## config.mk

```make
export PLATFORM = sky130hd
export DESIGN_NAME = d16_alu_wb_flat
export DESIGN_NICKNAME = d
export VERILOG_FILES = /design/src/rtl/d16_pkg.sv /design/src/rtl/d16_alu_wb_if.sv /design/src/rtl/d16_skid_buf.sv /design/src/rtl/d16_alu_wb.sv /design/src/flat_wrapper.sv
export SDC_FILE = /design/constraint.sdc
export NUM_CORES = 1
export LEC_CHECK = 0
export ABC_CLOCK_PERIOD_IN_PS = 1440
export CAP_MARGIN = 20
export CORE_ASPECT_RATIO = 0.6
export CORE_MARGIN = 2
export CORE_UTILIZATION = 36
export DETAILED_ROUTE_END_ITERATION = 8
export GPL_ROUTABILITY_DRIVEN = 0
export PLACE_DENSITY = 0.78
export SKIP_LAST_GASP = 1
export SYNTH_ARGS = -nofsm -noshare
export SYNTH_HDL_FRONTEND = slang
export SYNTH_SLANG_ARGS = --single-unit
```

## constraint.sdc

```tcl
create_clock -name sys_clk -period 1.44 [get_ports sys_clk]
set_input_delay 0.216 -clock sys_clk [delete_from_list [all_inputs] [get_ports sys_clk]]
set_output_delay 0.216 -clock sys_clk [all_outputs]
set_load 0.01 [all_outputs]
```

## src/rtl/d16_pkg.sv

```systemverilog
// d16_pkg -- constants shared by the d16 ALU and its writeback stage.
//
// Contents:
//   ALU opcodes     ALU_NOP .. ALU_EQ (3 bits)
//   condition codes COND_AL .. COND_NV (3 bits)
//   flag indices    FLAG_N/O/Z/C into the 4-bit status register {n,o,z,c}
//   op_sets_flags() true for the arithmetic/shift ops that write the status register
package d16_pkg;

  localparam logic [2:0] ALU_NOP = 3'b000;
  localparam logic [2:0] ALU_ADD = 3'b001;
  localparam logic [2:0] ALU_SUB = 3'b010;
  localparam logic [2:0] ALU_SHL = 3'b011;
  localparam logic [2:0] ALU_SHR = 3'b100;
  localparam logic [2:0] ALU_OR  = 3'b101;
  localparam logic [2:0] ALU_AND = 3'b110;
  localparam logic [2:0] ALU_EQ  = 3'b111;

  localparam logic [2:0] COND_AL = 3'b000;
  localparam logic [2:0] COND_Z  = 3'b001;
  localparam logic [2:0] COND_NZ = 3'b010;
  localparam logic [2:0] COND_C  = 3'b011;
  localparam logic [2:0] COND_NC = 3'b100;
  localparam logic [2:0] COND_N  = 3'b101;
  localparam logic [2:0] COND_O  = 3'b110;
  localparam logic [2:0] COND_NV = 3'b111;

  localparam int FLAG_N = 3;
  localparam int FLAG_O = 2;
  localparam int FLAG_Z = 1;
  localparam int FLAG_C = 0;

  // Only add, sub, shl and shr produce meaningful flags; logic ops and NOP
  // must leave the status register alone.
  function automatic logic op_sets_flags(input logic [2:0] op);
    return (op == ALU_ADD) || (op == ALU_SUB) || (op == ALU_SHL) || (op == ALU_SHR);
  endfunction

endpackage

```

## src/rtl/d16_alu_wb_if.sv

```systemverilog
// d16_alu_wb_if -- bus between the d16 ALU, the writeback stage and the
// register-file write port.
//
// ALU side:       in_valid, in_ready, ctrl_alu, s, n, o, z, c, wr_en, rd
// Writeback side: wb_valid, wb_ready, wb_addr, wb_data
// Modports:       master = environment (ALU + register file), slave = writeback stage
interface d16_alu_wb_if #(parameter int REG_AW = 3);

  logic              in_valid;
  logic              in_ready;
  logic [2:0]        ctrl_alu;
  logic [15:0]       s;
  logic              n;
  logic              o;
  logic              z;
  logic              c;
  logic              wr_en;
  logic [REG_AW-1:0] rd;

  logic              wb_valid;
  logic              wb_ready;
  logic [REG_AW-1:0] wb_addr;
  logic [15:0]       wb_data;

  modport master (
    output in_valid, ctrl_alu, s, n, o, z, c, wr_en, rd, wb_ready,
    input  in_ready, wb_valid, wb_addr, wb_data
  );

  modport slave (
    input  in_valid, ctrl_alu, s, n, o, z, c, wr_en, rd, wb_ready,
    output in_ready, wb_valid, wb_addr, wb_data
  );

endinterface

```

## src/rtl/d16_skid_buf.sv

```systemverilog
// d16_skid_buf -- writeback queue between the ALU and the register file.
//
// Build option: D16_WB_SKID_EN
//   defined   -> two-entry skid buffer, registered space (no wb_ready -> in_ready path)
//   undefined -> single entry, space = ~pop_valid | pop_ready (combinational)
//
// Ports:
//   clk, rst_n            clock, asynchronous active-low reset
//   push, push_data       enqueue an entry (caller guarantees space)
//   space                 an entry may be pushed this cycle
//   pop_valid, pop_ready  head entry handshake, pop_data is the head entry
module d16_skid_buf #(parameter int W = 19) (
  input  logic         clk,
  input  logic         rst_n,
  input  logic         push,
  input  logic [W-1:0] push_data,
  output logic         space,
  input  logic         pop_ready,
  output logic         pop_valid,
  output logic [W-1:0] pop_data
);

`ifdef D16_WB_SKID_EN

  logic [1:0]   count;
  logic [1:0]   count_next;
  logic [W-1:0] head;
  logic [W-1:0] tail;
  logic         ready_q;
  logic         pop;

  assign pop       = (count != 2'd0) && pop_ready;
  assign pop_valid = (count != 2'd0);
  assign pop_data  = head;
  assign space     = ready_q;

  always_comb begin
    count_next = count;
    case ({push, pop})
      2'b10:   count_next = count + 2'd1;
      2'b01:   count_next = count - 2'd1;
      default: count_next = count;
    endcase
  end

  // head is always the oldest entry; tail only holds data while two are
  // queued. ready_q looks at the post-update occupancy so upstream sees
  // a registered ready.
  always_ff @(posedge clk or negedge rst_n) begin
    if (!rst_n) begin
      count   <= 2'd0;
      head    <= '0;
      tail    <= '0;
      ready_q <= 1'b1;
    end else begin
      count   <= count_next;
      ready_q <= (count_next < 2'd2);
      if (pop) begin
        if (count == 2'd2) begin
          head <= tail;
          if (push) tail <= push_data;
        end else if (push) begin
          head <= push_data;
        end
      end else if (push) begin
        if (count == 2'd0) head <= push_data;
        else               tail <= push_data;
      end
    end
  end

`else

  logic         valid_q;
  logic [W-1:0] data_q;

  assign pop_valid = valid_q;
  assign pop_data  = data_q;
  // A draining entry frees its slot in the same cycle.
  assign space     = ~valid_q | pop_ready;

  always_ff @(posedge clk or negedge rst_n) begin
    if (!rst_n) begin
      valid_q <= 1'b0;
      data_q  <= '0;
    end else if (push) begin
      valid_q <= 1'b1;
      data_q  <= push_data;
    end else if (valid_q && pop_ready) begin
      valid_q <= 1'b0;
    end
  end

`endif

endmodule

```

## src/rtl/d16_alu_wb.sv

```systemverilog
// d16_alu_wb -- writeback stage behind the d16 ALU.
//
// Captures the ALU result and flags on accept, keeps the architectural
// status register, queues register-file writes and evaluates branch
// conditions against the status register.
//
// Build option: D16_WB_SKID_EN (see d16_skid_buf) selects queue depth 2.
//
// Ports:
//   sys_clk, sys_rst_n  clock, asynchronous active-low reset
//   bus                 d16_alu_wb_if.slave: ALU handshake + register-file write port
//   flags               status register {n,o,z,c}
//   cond, cond_true     branch condition code and its evaluation on flags
module d16_alu_wb
  import d16_pkg::*;
#(
  parameter int REG_AW = 3
) (
  input  logic             sys_clk,
  input  logic             sys_rst_n,
  d16_alu_wb_if.slave      bus,
  output logic [3:0]       flags,
  input  logic [2:0]       cond,
  output logic             cond_true
);

  logic               space;
  logic               accept;
  logic               push;
  logic [REG_AW+15:0] head;

  assign accept       = bus.in_valid & space;
  assign push         = accept & bus.wr_en;
  assign bus.in_ready = space;
  assign bus.wb_addr  = head[REG_AW+15:16];
  assign bus.wb_data  = head[15:0];

  d16_skid_buf #(.W(REG_AW + 16)) u_queue (
    .clk       (sys_clk),
    .rst_n     (sys_rst_n),
    .push      (push),
    .push_data ({bus.rd, bus.s}),
    .space     (space),
    .pop_ready (bus.wb_ready),
    .pop_valid (bus.wb_valid),
    .pop_data  (head)
  );

  // Flags follow program order: they update when the op is accepted, not
  // when its result drains, and ops with wr_en=0 still update them.
  always_ff @(posedge sys_clk or negedge sys_rst_n) begin
    if (!sys_rst_n) begin
      flags <= 4'b0000;
    end else if (accept && op_sets_flags(bus.ctrl_alu)) begin
      flags <= {bus.n, bus.o, bus.z, bus.c};
    end
  end

  // Evaluated on the registered flags only, so an update accepted this
  // cycle is not visible until the next one.
  always_comb begin
    cond_true = 1'b0;
    case (cond)
      COND_AL: cond_true = 1'b1;
      COND_Z:  cond_true = flags[FLAG_Z];
      COND_NZ: cond_true = ~flags[FLAG_Z];
      COND_C:  cond_true = flags[FLAG_C];
      COND_NC: cond_true = ~flags[FLAG_C];
      COND_N:  cond_true = flags[FLAG_N];
      COND_O:  cond_true = flags[FLAG_O];
      COND_NV: cond_true = 1'b0;
      default: cond_true = 1'b0;
    endcase
  end

endmodule

```

## src/flat_wrapper.sv

```systemverilog
// flat-port wrapper written by rule: the top's interface ports become plain ports
module d16_alu_wb_flat import d16_pkg::*;
#(
  parameter int REG_AW = 3
)
  (sys_clk, sys_rst_n, flags, cond, cond_true, bus_in_valid, bus_ctrl_alu, bus_s, bus_n, bus_o, bus_z, bus_c, bus_wr_en, bus_rd, bus_wb_ready, bus_in_ready, bus_wb_valid, bus_wb_addr, bus_wb_data);
  d16_alu_wb_if #(.REG_AW(REG_AW)) bus_i ();
  input  logic sys_clk;
  input  logic sys_rst_n;
  output logic [3:0] flags;
  input  logic [2:0] cond;
  output logic cond_true;
  input wire logic [$bits(bus_i.in_valid)-1:0] bus_in_valid;
  input wire logic [$bits(bus_i.ctrl_alu)-1:0] bus_ctrl_alu;
  input wire logic [$bits(bus_i.s)-1:0] bus_s;
  input wire logic [$bits(bus_i.n)-1:0] bus_n;
  input wire logic [$bits(bus_i.o)-1:0] bus_o;
  input wire logic [$bits(bus_i.z)-1:0] bus_z;
  input wire logic [$bits(bus_i.c)-1:0] bus_c;
  input wire logic [$bits(bus_i.wr_en)-1:0] bus_wr_en;
  input wire logic [$bits(bus_i.rd)-1:0] bus_rd;
  input wire logic [$bits(bus_i.wb_ready)-1:0] bus_wb_ready;
  output wire logic [$bits(bus_i.in_ready)-1:0] bus_in_ready;
  output wire logic [$bits(bus_i.wb_valid)-1:0] bus_wb_valid;
  output wire logic [$bits(bus_i.wb_addr)-1:0] bus_wb_addr;
  output wire logic [$bits(bus_i.wb_data)-1:0] bus_wb_data;
  assign bus_i.in_valid = bus_in_valid;
  assign bus_i.ctrl_alu = bus_ctrl_alu;
  assign bus_i.s = bus_s;
  assign bus_i.n = bus_n;
  assign bus_i.o = bus_o;
  assign bus_i.z = bus_z;
  assign bus_i.c = bus_c;
  assign bus_i.wr_en = bus_wr_en;
  assign bus_i.rd = bus_rd;
  assign bus_i.wb_ready = bus_wb_ready;
  assign bus_in_ready = bus_i.in_ready;
  assign bus_wb_valid = bus_i.wb_valid;
  assign bus_wb_addr = bus_i.wb_addr;
  assign bus_wb_data = bus_i.wb_data;
  d16_alu_wb #(.REG_AW(REG_AW)) u_core (.sys_clk(sys_clk), .sys_rst_n(sys_rst_n), .bus(bus_i), .flags(flags), .cond(cond), .cond_true(cond_true));
endmodule
```

==> results of run 1 <==
## power by group
part | switching, mW | internal (mW)
clock | 0.204 | 0.244
combinational | 0.221 | 0.422
sequential | 0.0681 | 0.798
## worst paths after layout
kind	start	end	slack [ns]	depth (start not counted)
max in group asynchronous	sys_rst_n	u_core.u_queue.pop_data[8]$_DFFE_PN0P_	0.90	2
setup / recovery	cond[0]	cond_true	-0.10	5
setup reg to reg	u_core.u_queue.pop_valid$_DFFE_PN0P_	u_core.flags[2]$_DFFE_PN0P_	0.15	5
hold reg to reg	u_core.u_queue.pop_data[5]$_DFFE_PN0P_	u_core.u_queue.pop_data[5]$_DFFE_PN0P_	0.51	1
min in group sys_clk	u_core.u_queue.pop_data[5]$_DFFE_PN0P_	u_core.u_queue.pop_data[5]$_DFFE_PN0P_	0.51	1
hold / removal	sys_rst_n	u_core.flags[1]$_DFFE_PN0P_	0.31	2
## per-layer routing
layer  part of all wire [%]  vias to the layer above  global-route usage (%)
met5                      0                        -                       0
met4                    1.3                        0                    5.28
met3                    9.7                        4                    7.59
met2                     48                       37                    27.6
met1                     41                      351                    18.1
li1                       -                      363                       -
## sequential cells by signal, summed over array words and instances, names as in the netlist
register / count
u_core.flags: 4
u_core.u_queue.pop_data: 19
u_core.u_queue.pop_valid: 1
## cells in the final DEF, fill, tap and decap left out, types with 2 or more instances in the layout
master and n:
mux2_1 4, buf_4 7, nand2_1 2, dlymetal6s2s_1 4, clkdlybuf4s50_1 49, clkbuf_8 4, dlygate4sd2_1 5, mux2_2 19
dfrtp_1 24
## kinds of logic (layout without fill, tap and decap cells)
| family | count (synthesis) | in the layout | share of synthesized area (%) |
|---|---|---|---|
| AOI/OAI and AO/OA | 4 | 4 | 2.76 |
| DFF | 24 | 24 | 60.2 |
| and+or+nand+nor | 8 | 8 | 7.78 |
| muxes | 24 | 24 | 27.0 |
| buffers and inverters | 2 | 71 | 2.26 |
## repair_timing
action                     in CTS  in global routing
buffers inserted                1                  0
setup endpoints to repair       6                  5
pin swaps                       2                  0
resized for setup              10                  4
## area by class of cell
class,count,share of cell area (%)
tap,32,2.31
timing repair buffer,67,38.2
multi-input combinational,36,21.7
sequential,24,34.6
clock buffer,4,3.17
## per-stage QoR
stage / cells / utilization, % / power (mW) / worst slack (ns)
final: 163 / 67.3 / 1.96 / -0.105
after global routing: 163 / 67.3 / 2.07 / -0.164
after CTS: 163 / 67.0 / 1.99 / -0.107
after detailed placement: 158 / 64.9 / 1.55 / -0.640
after global placement: 158 / 64.9 / 1.53 / -0.570
after floorplan: 62 / - / 1.10 / 0.112
## critical path: stages
cell and delay [ns]:
clkdlybuf4s50_1 0.53, mux2i_1 0.09, a311oi_1 0.27, a31oi_1 0.07, buf_2 0.15
==> impl_metrics.ini, run 1 <==
[outcome]
status = finished with violations
violations = negative setup slack

[layout]
area_growth_pct = 73.9
multi_input_area_um2 = 377
fin_nets = 166
diodes = 0
nFillCells = 183
seqCellArea_um2 = 601
fin_area_um2 = 1730
drive_gt1_share_pct = 28.2

[die]
dieArea_um2 = 3220
core-area_um2 = 2570
die_h_um = 44.8
rows = 14
io_pins = 60
initial_core_util_pct = 38.7
chipWidth_um = 71.9

[global_route]
antenna_found_initial = 0
gr-total-overflow = 0
grt_usage_pct = 16.0
grt_first_pass_wirelength_um = 3760
grt_max_degree = 25
first_global_vias = 819

[timing]
setup_ws_ns = -0.105
min_period_over_period_pct = 107
setup_viol = 1
timing_hold_violations_final = 0
max_freq_ghz = 0.647
drv_slew = 0
hold_slack_ns = 0.306
period_needed_ns = 1.54
finClkSkew_ns = 0.00260
final.setup.tns_ns = -0.105
max_slew_margin_pct = 80.0
worstMarginPinSlew_ns = 0.301
rsz0062_at_grt = yes

[synthesis]
yosysWarningCount = 0
synthTopCellsByCount = 24 x dfrtp_1, 19 x mux2_2, 4 x mux2_1
synthCells = 62
post-synth-top-count-cell = dfrtp_1
synth_ff_type = dfrtp_1
ys_ff_latch = 24
synth_edf_count = 0
yosysSeqAreaShare_pct = 60.2
yosysTopAreaCellShare_pct = 60.2
syn-cell-area_um2 = 997
synth_nets = 96
synth.area.top_cells = dfrtp_1 60%, mux2_2 21%, mux2_1 4.5%
async_flop_share_pct = 100
synth_top_cell_by_area = dfrtp_1
syn_avg_cell_area_um2 = 16.1
yosysUniqueCellTypes = 16

[pwr]
powerDensity_nw_per_um2 = 1130
vdd_drop_max_mv = 0.636
leakagePower_nw = 0.767

[drt]
drc = 0
ant_nets = 0
via_count = 755
firstDrtPassIters = 4
via_per_inst = 4.63
wirelength_um = 2420
post_drt_wl_per_cell_um = 14.8
drt_iter0_markers = 27

[hold_path]
min-delay-path-class = primary input to asynchronous set/reset pin

[worst_setup_path]
critPathKind = primary input to primary output
cp.arrival_ns = 1.33
endpoint_kind = primary output
cp-start-kind = primary input
cp.required_ns = 1.22
critPathMaxFanout = 4

[cts]
numClockSinks = 24
htreeDepth = 1
clkSlewWorstSetupHoldPaths_ns = 0.08
holdBufCountCts = 0
cts_buffer_depth = 2
cts_inserted_buffers = 3
cts_tree = built
worstSkewPairLatency_ns = 0.26
clockRootBuffer = clkbuf_8

[run]
drv_cap = 0

[placement]
placed_cell_area_um2 = 1670
dp_hpwl_um = 1840
portBuffers = 59
(Power assumes the default switching activity.)
==> inputs of run 2 (changes only) <==
Settings changed: ABC_AREA set to 0, TNS_END_PERCENT set to 5.
==> run 2 against run 1 <==
The flow still finishes with violations (negative setup slack); final cell count decreased by 0.61%; first-iteration DRC count increased by 15%; total power increased by 0.58%; highest routed layer unchanged; hold slack improved by 0.0010 ns; clock power about the same.
==> impl_metrics.ini, run 2 (synthesis gave the netlist of run 1 again) <==
[outcome]
status = finished with violations
violations = negative setup slack

[timing]
final.setup.tns_ns = -0.241
finClkSkew_ns = 0.00299
timing_hold_violations_final = 0
max_freq_ghz = 0.647
hold_slack_ns = 0.308
max_slew_margin_pct = 80.0
period_needed_ns = 1.54
min_period_over_period_pct = 107
drv_slew = 0
setup_ws_ns = -0.105
worstMarginPinSlew_ns = 0.301
setup_viol = 4
rsz0062_at_grt = yes

[die]
initial_core_util_pct = 38.7
rows = 14
chipWidth_um = 71.9
core-area_um2 = 2570
io_pins = 60
dieArea_um2 = 3220
die_h_um = 44.8

[worst_setup_path]
r2r-start = u_core.u_queue.pop_valid$_DFFE_PN0P_
cp.arrival_ns = 1.33
rr_endpoint = u_core.flags[2]$_DFFE_PN0P_
cp-endpoint = cond_true
endpoint_kind = primary output
rrSetupSlack_ns = 0.25
setup.worst_path.start = cond[0]
cp.required_ns = 1.22
critPathMaxFanout = 4
reg2reg_depth = 4
critPathKind = primary input to primary output
cp-start-kind = primary input

[global_route]
antenna_found_initial = 0
grt_usage_pct = 15.7
grt_first_pass_wirelength_um = 3680
grt_max_degree = 25
gr-total-overflow = 0
first_global_vias = 794

[cts]
cts_inserted_buffers = 3
cts_tree = built
numClockSinks = 24
holdBufCountCts = 0
clockRootBuffer = clkbuf_8
worstSkewPairLatency_ns = 0.26
htreeDepth = 1
cts_buffer_depth = 2
clkSlewWorstSetupHoldPaths_ns = 0.08

[drt]
via_per_inst = 4.62
firstDrtPassIters = 4
drc = 0
drt_iter0_markers = 31
ant_nets = 0
post_drt_wl_per_cell_um = 14.4
wirelength_um = 2330
via_count = 749

[layout]
final_common_cell = clkdlybuf4s50_1
layout_common_cells = 56 x clkdlybuf4s50_1, 24 x dfrtp_1, 19 x mux2_2, 6 x buf_4
diodes = 0
multi_input_area_um2 = 377
seqCellArea_um2 = 601
fin_nets = 165
nFillCells = 181
area_growth_pct = 72.5
largest_register_ffs = 19
drive_gt1_share_pct = 27.7

[run]
drv_cap = 0

[pwr]
leakagePower_nw = 0.720
power_mw = 1.97
vdd_drop_max_mv = 0.634
powerDensity_nw_per_um2 = 1140

[placement]
portBuffers = 59
place_ws_ns = -0.640
dp_hpwl_um = 1840

[hold_path]
min-delay-path-class = primary input to asynchronous set/reset pin
## run 2: routing by layer
| metal | vias to the layer above | share of wire, % | GRT usage [%] |
|---|---|---|---|
| li1 | 362 | - | - |
| met1 | 347 | 42 | 18.2 |
| met2 | 38 | 47 | 27.2 |
| met3 | 2 | 10 | 7.37 |
| met4 | 0 | 0.34 | 3.40 |
| met5 | - | 0 | 0 |
## run 2: stage by stage
step / util, % / instance area (µm²) / cells
floorplan: - / 997 / 62
global placement: 64.9 / 1670 / 158
detailed placement: 64.9 / 1670 / 158
CTS: 66.8 / 1720 / 162
global route: 66.8 / 1720 / 162
finish: 66.8 / 1720 / 162
## run 2: layout make-up
type / count / share of cell area (%)
Tap cell: 32 / 2.33
Clock buffer: 4 / 3.20
Multi-Input combinational cell: 36 / 21.9
Timing Repair Buffer: 66 / 37.7
Sequential cell: 24 / 34.9
## run 2: what timing repair did
action / in CTS / in global routing
cloned: 0 / 0
resized for setup: 7 / 0
endpoints found under the setup margin: 6 / 9
pin swaps: 2 / 0
setup buffers: 0 / 0
## run 2: power by group
group | switching [mW] | leakage [nW] | internal (mW) | total, mW
combinational | 0.217 | 0.408 | 0.437 | 0.654
sequential | 0.0698 | 0.283 | 0.798 | 0.868
clock | 0.203 | 0.0288 | 0.244 | 0.447
total | 0.490 | 0.720 | 1.48 | 1.97
## run 2: worst min-delay path by stage
stage / end / slack, ns / cells past startpoint
final: u_core.flags[1]$_DFFE_PN0P_ / 0.31 / 2
after global routing: u_core.flags[1]$_DFFE_PN0P_ / 0.34 / 2
after CTS: u_core.flags[1]$_DFFE_PN0P_ / 0.32 / 2
after detailed placement: u_core.u_queue.pop_data[5]$_DFFE_PN0P_ / 0.49 / 1
after global placement: u_core.u_queue.pop_data[4]$_DFFE_PN0P_ / 0.49 / 1
after floorplan: u_core.flags[0]$_DFFE_PN0P_ / -0.08 / 0
## run 2: critical path: stages
cell and delay, ns:
clkdlybuf4s50_1 0.53, mux2i_1 0.09, a311oi_1 0.27, a31oi_1 0.07, buf_2 0.15
==> inputs of run 3 (changes only) <==
Settings changed: ABC_CLOCK_PERIOD_IN_PS 1440 to 1300, CORE_UTILIZATION 36 to 33, PLACE_DENSITY 0.78 to 0.75.
Clock period 1.44 ns to 1.3 ns, I/O delays scaled along.
==> run 3 against run 2 <==
The flow still finishes with violations (negative setup slack); total power increased by 12%; flip-flop and latch count did not move; clock skew up 0.0020 ns; largest cell class unchanged; largest power group unchanged.
==> impl_metrics.ini, run 3 (synthesis gave the netlist of run 1 again) <==
[outcome]
status = finished with violations
violations = negative setup slack

[pwr]
vdd_drop_max_mv = 0.685
swShare_pct = 24.9
power.switching_mw = 0.547
powerDensity_nw_per_um2 = 1250
seq_power_share_pct = 43.5
p_comb_share_pct = 34.1
leakagePower_nw = 0.729
p_int_mw = 1.65
pwr-share-clk_pct = 22.4

[global_route]
grt_max_degree = 25
grt_first_pass_wirelength_um = 3650
grt_usage_pct = 14.9
grt_use_met1_pct = 15.9
busiest_layer = met2
first_global_vias = 781
antenna_found_initial = 0
gr-total-overflow = 0
met2_usage_pct = 28.4
met3_usage_pct = 4.38

[worst_setup_path]
cp_slowest_cell = clkdlybuf4s50_1
cp.required_ns = 1.11
endpoint_kind = primary output
slowest_delay_ns = 0.50
critPathBufInv = 3
critPathMaxFanout = 4
cp.arrival_ns = 1.37
critPathKind = primary input to primary output
rrSetupSlack_ns = 0.09
cp-start-kind = primary input
path_cells = clkdlybuf4s50_1 -> buf_4 -> mux2i_1 -> a311oi_2 -> a31oi_2 -> buf_2
crit_family = buffers and inverters

[placement]
dp_cells = 170
dp_hpwl_um = 1860
portBuffers = 59
place_ws_ns = -0.705

[layout]
fin_nets = 167
nFillCells = 227
diodes = 0
drive_gt1_share_pct = 30.3
seqCellArea_um2 = 601
multi_input_area_um2 = 389
layout_common_cells = 57 x clkdlybuf4s50_1, 24 x dfrtp_1, 19 x mux2_2, 8 x buf_4
area_growth_pct = 76.7
stdcell_count = 174
largest_register_ffs = 19
final_common_cell = clkdlybuf4s50_1

[drt]
wirelength_um = 2420
drc = 0
ant_nets = 0
via_per_inst = 4.33
drt_iter0_markers = 7
via_count = 754
post_drt_wl_per_cell_um = 13.9
firstDrtPassIters = 4

[timing]
max_freq_ghz = 0.639
timing_hold_violations_final = 0
drv_slew = 0
final.setup.tns_ns = -2.00
finClkSkew_ns = 0.00497
period_needed_ns = 1.56
min_period_over_period_pct = 120
setup_ws_ns = -0.265
rsz0062_at_grt = yes
worstMarginPinSlew_ns = 0.301
max_slew_margin_pct = 79.9
hold_slack_ns = 0.300
setup_viol = 29

[cts]
clkSlewWorstSetupHoldPaths_ns = 0.08
numClockSinks = 24
cts_tree = built
clockRootBuffer = clkbuf_8
cts_inserted_buffers = 3
htreeDepth = 1
post_cts.repair.setup_buffers = 0
worstSkewPairLatency_ns = 0.26
cts_buffer_depth = 2

[die]
initial_core_util_pct = 34.7
dieArea_um2 = 3490
rows = 15
die_h_um = 46.6
chipWidth_um = 75.0
io_pins = 60
core-area_um2 = 2870

[hold_path]
min-delay-path-class = primary input to asynchronous set/reset pin

[run]
drv_cap = 0
## run 3: cell types whose count changed in the layout (fill, tap and decap cells not counted), sizes merged
| cell | change |
|---|---|
| dlygate4sd2 | -1 |
| buf | +2 |
| clkdlybuf4s50 | +1 |
## run 3: final timing paths
kind                                                         from                                      to  cells past startpoint
setup / recovery                                          cond[1]                               cond_true                      6
hold / removal                                          sys_rst_n  u_core.u_queue.pop_data[8]$_DFFE_PN0P_                      2
setup reg to reg             u_core.u_queue.pop_valid$_DFFE_PN0P_             u_core.flags[0]$_DFFE_PN0P_                      4
hold reg to reg            u_core.u_queue.pop_data[2]$_DFFE_PN0P_  u_core.u_queue.pop_data[2]$_DFFE_PN0P_                      1
max in group asynchronous                               sys_rst_n    u_core.u_queue.pop_valid$_DFFE_PN0P_                      2
min in group sys_clk       u_core.u_queue.pop_data[2]$_DFFE_PN0P_  u_core.u_queue.pop_data[2]$_DFFE_PN0P_                      1
## run 3: timing repair
action / 4_1_cts / 5_1_grt
resized for setup: 6 / 1
hold buffers: 0 / 0
setup endpoints to repair: 30 / 29
pin swaps: 3 / 0
## run 3: per-stage QoR
step	utilization, %	instance area (µm²)	power (mW)
5_1_grt	61.4	1760	2.32
3_3_place_gp	59.3	1700	1.71
4_1_cts	61.1	1760	2.23
6_report	61.4	1760	2.20
2_1_floorplan	-	1000	1.23
3_5_place_dp	59.3	1700	1.73
## run 3: worst reg2reg max path, cell delays in order (launching register included)
cell	delay (ns)
dfrtp_1	0.42
nand2b_4	0.10
buf_4	0.12
nand4_4	0.12
mux2_1	0.34
## run 3: metal layers
layer / wire length (µm) / vias to the layer above
met3: 133 / 2
met1: 949 / 364
met4: 27 / 0
li1: - / 362
met5: 0 / -
met2: 1310 / 26
## run 3: layout make-up
class,instances,area share (%)
repair buffers,68,37.7
flip-flops and latches,24,34.1
multi-input cells,36,22.1
clock buffers,4,3.12
well taps,42,2.98
## run 3: power by group through the flow
stage / clock, mW / sequential [mW] / combinational (mW)
detailed placement: 0 / 0.973 / 0.756
global placement: 0 / 0.964 / 0.745
finish: 0.493 / 0.957 / 0.749
global route: 0.551 / 0.976 / 0.797
CTS: 0.514 / 0.959 / 0.754
floorplan: 0 / 1.04 / 0.187
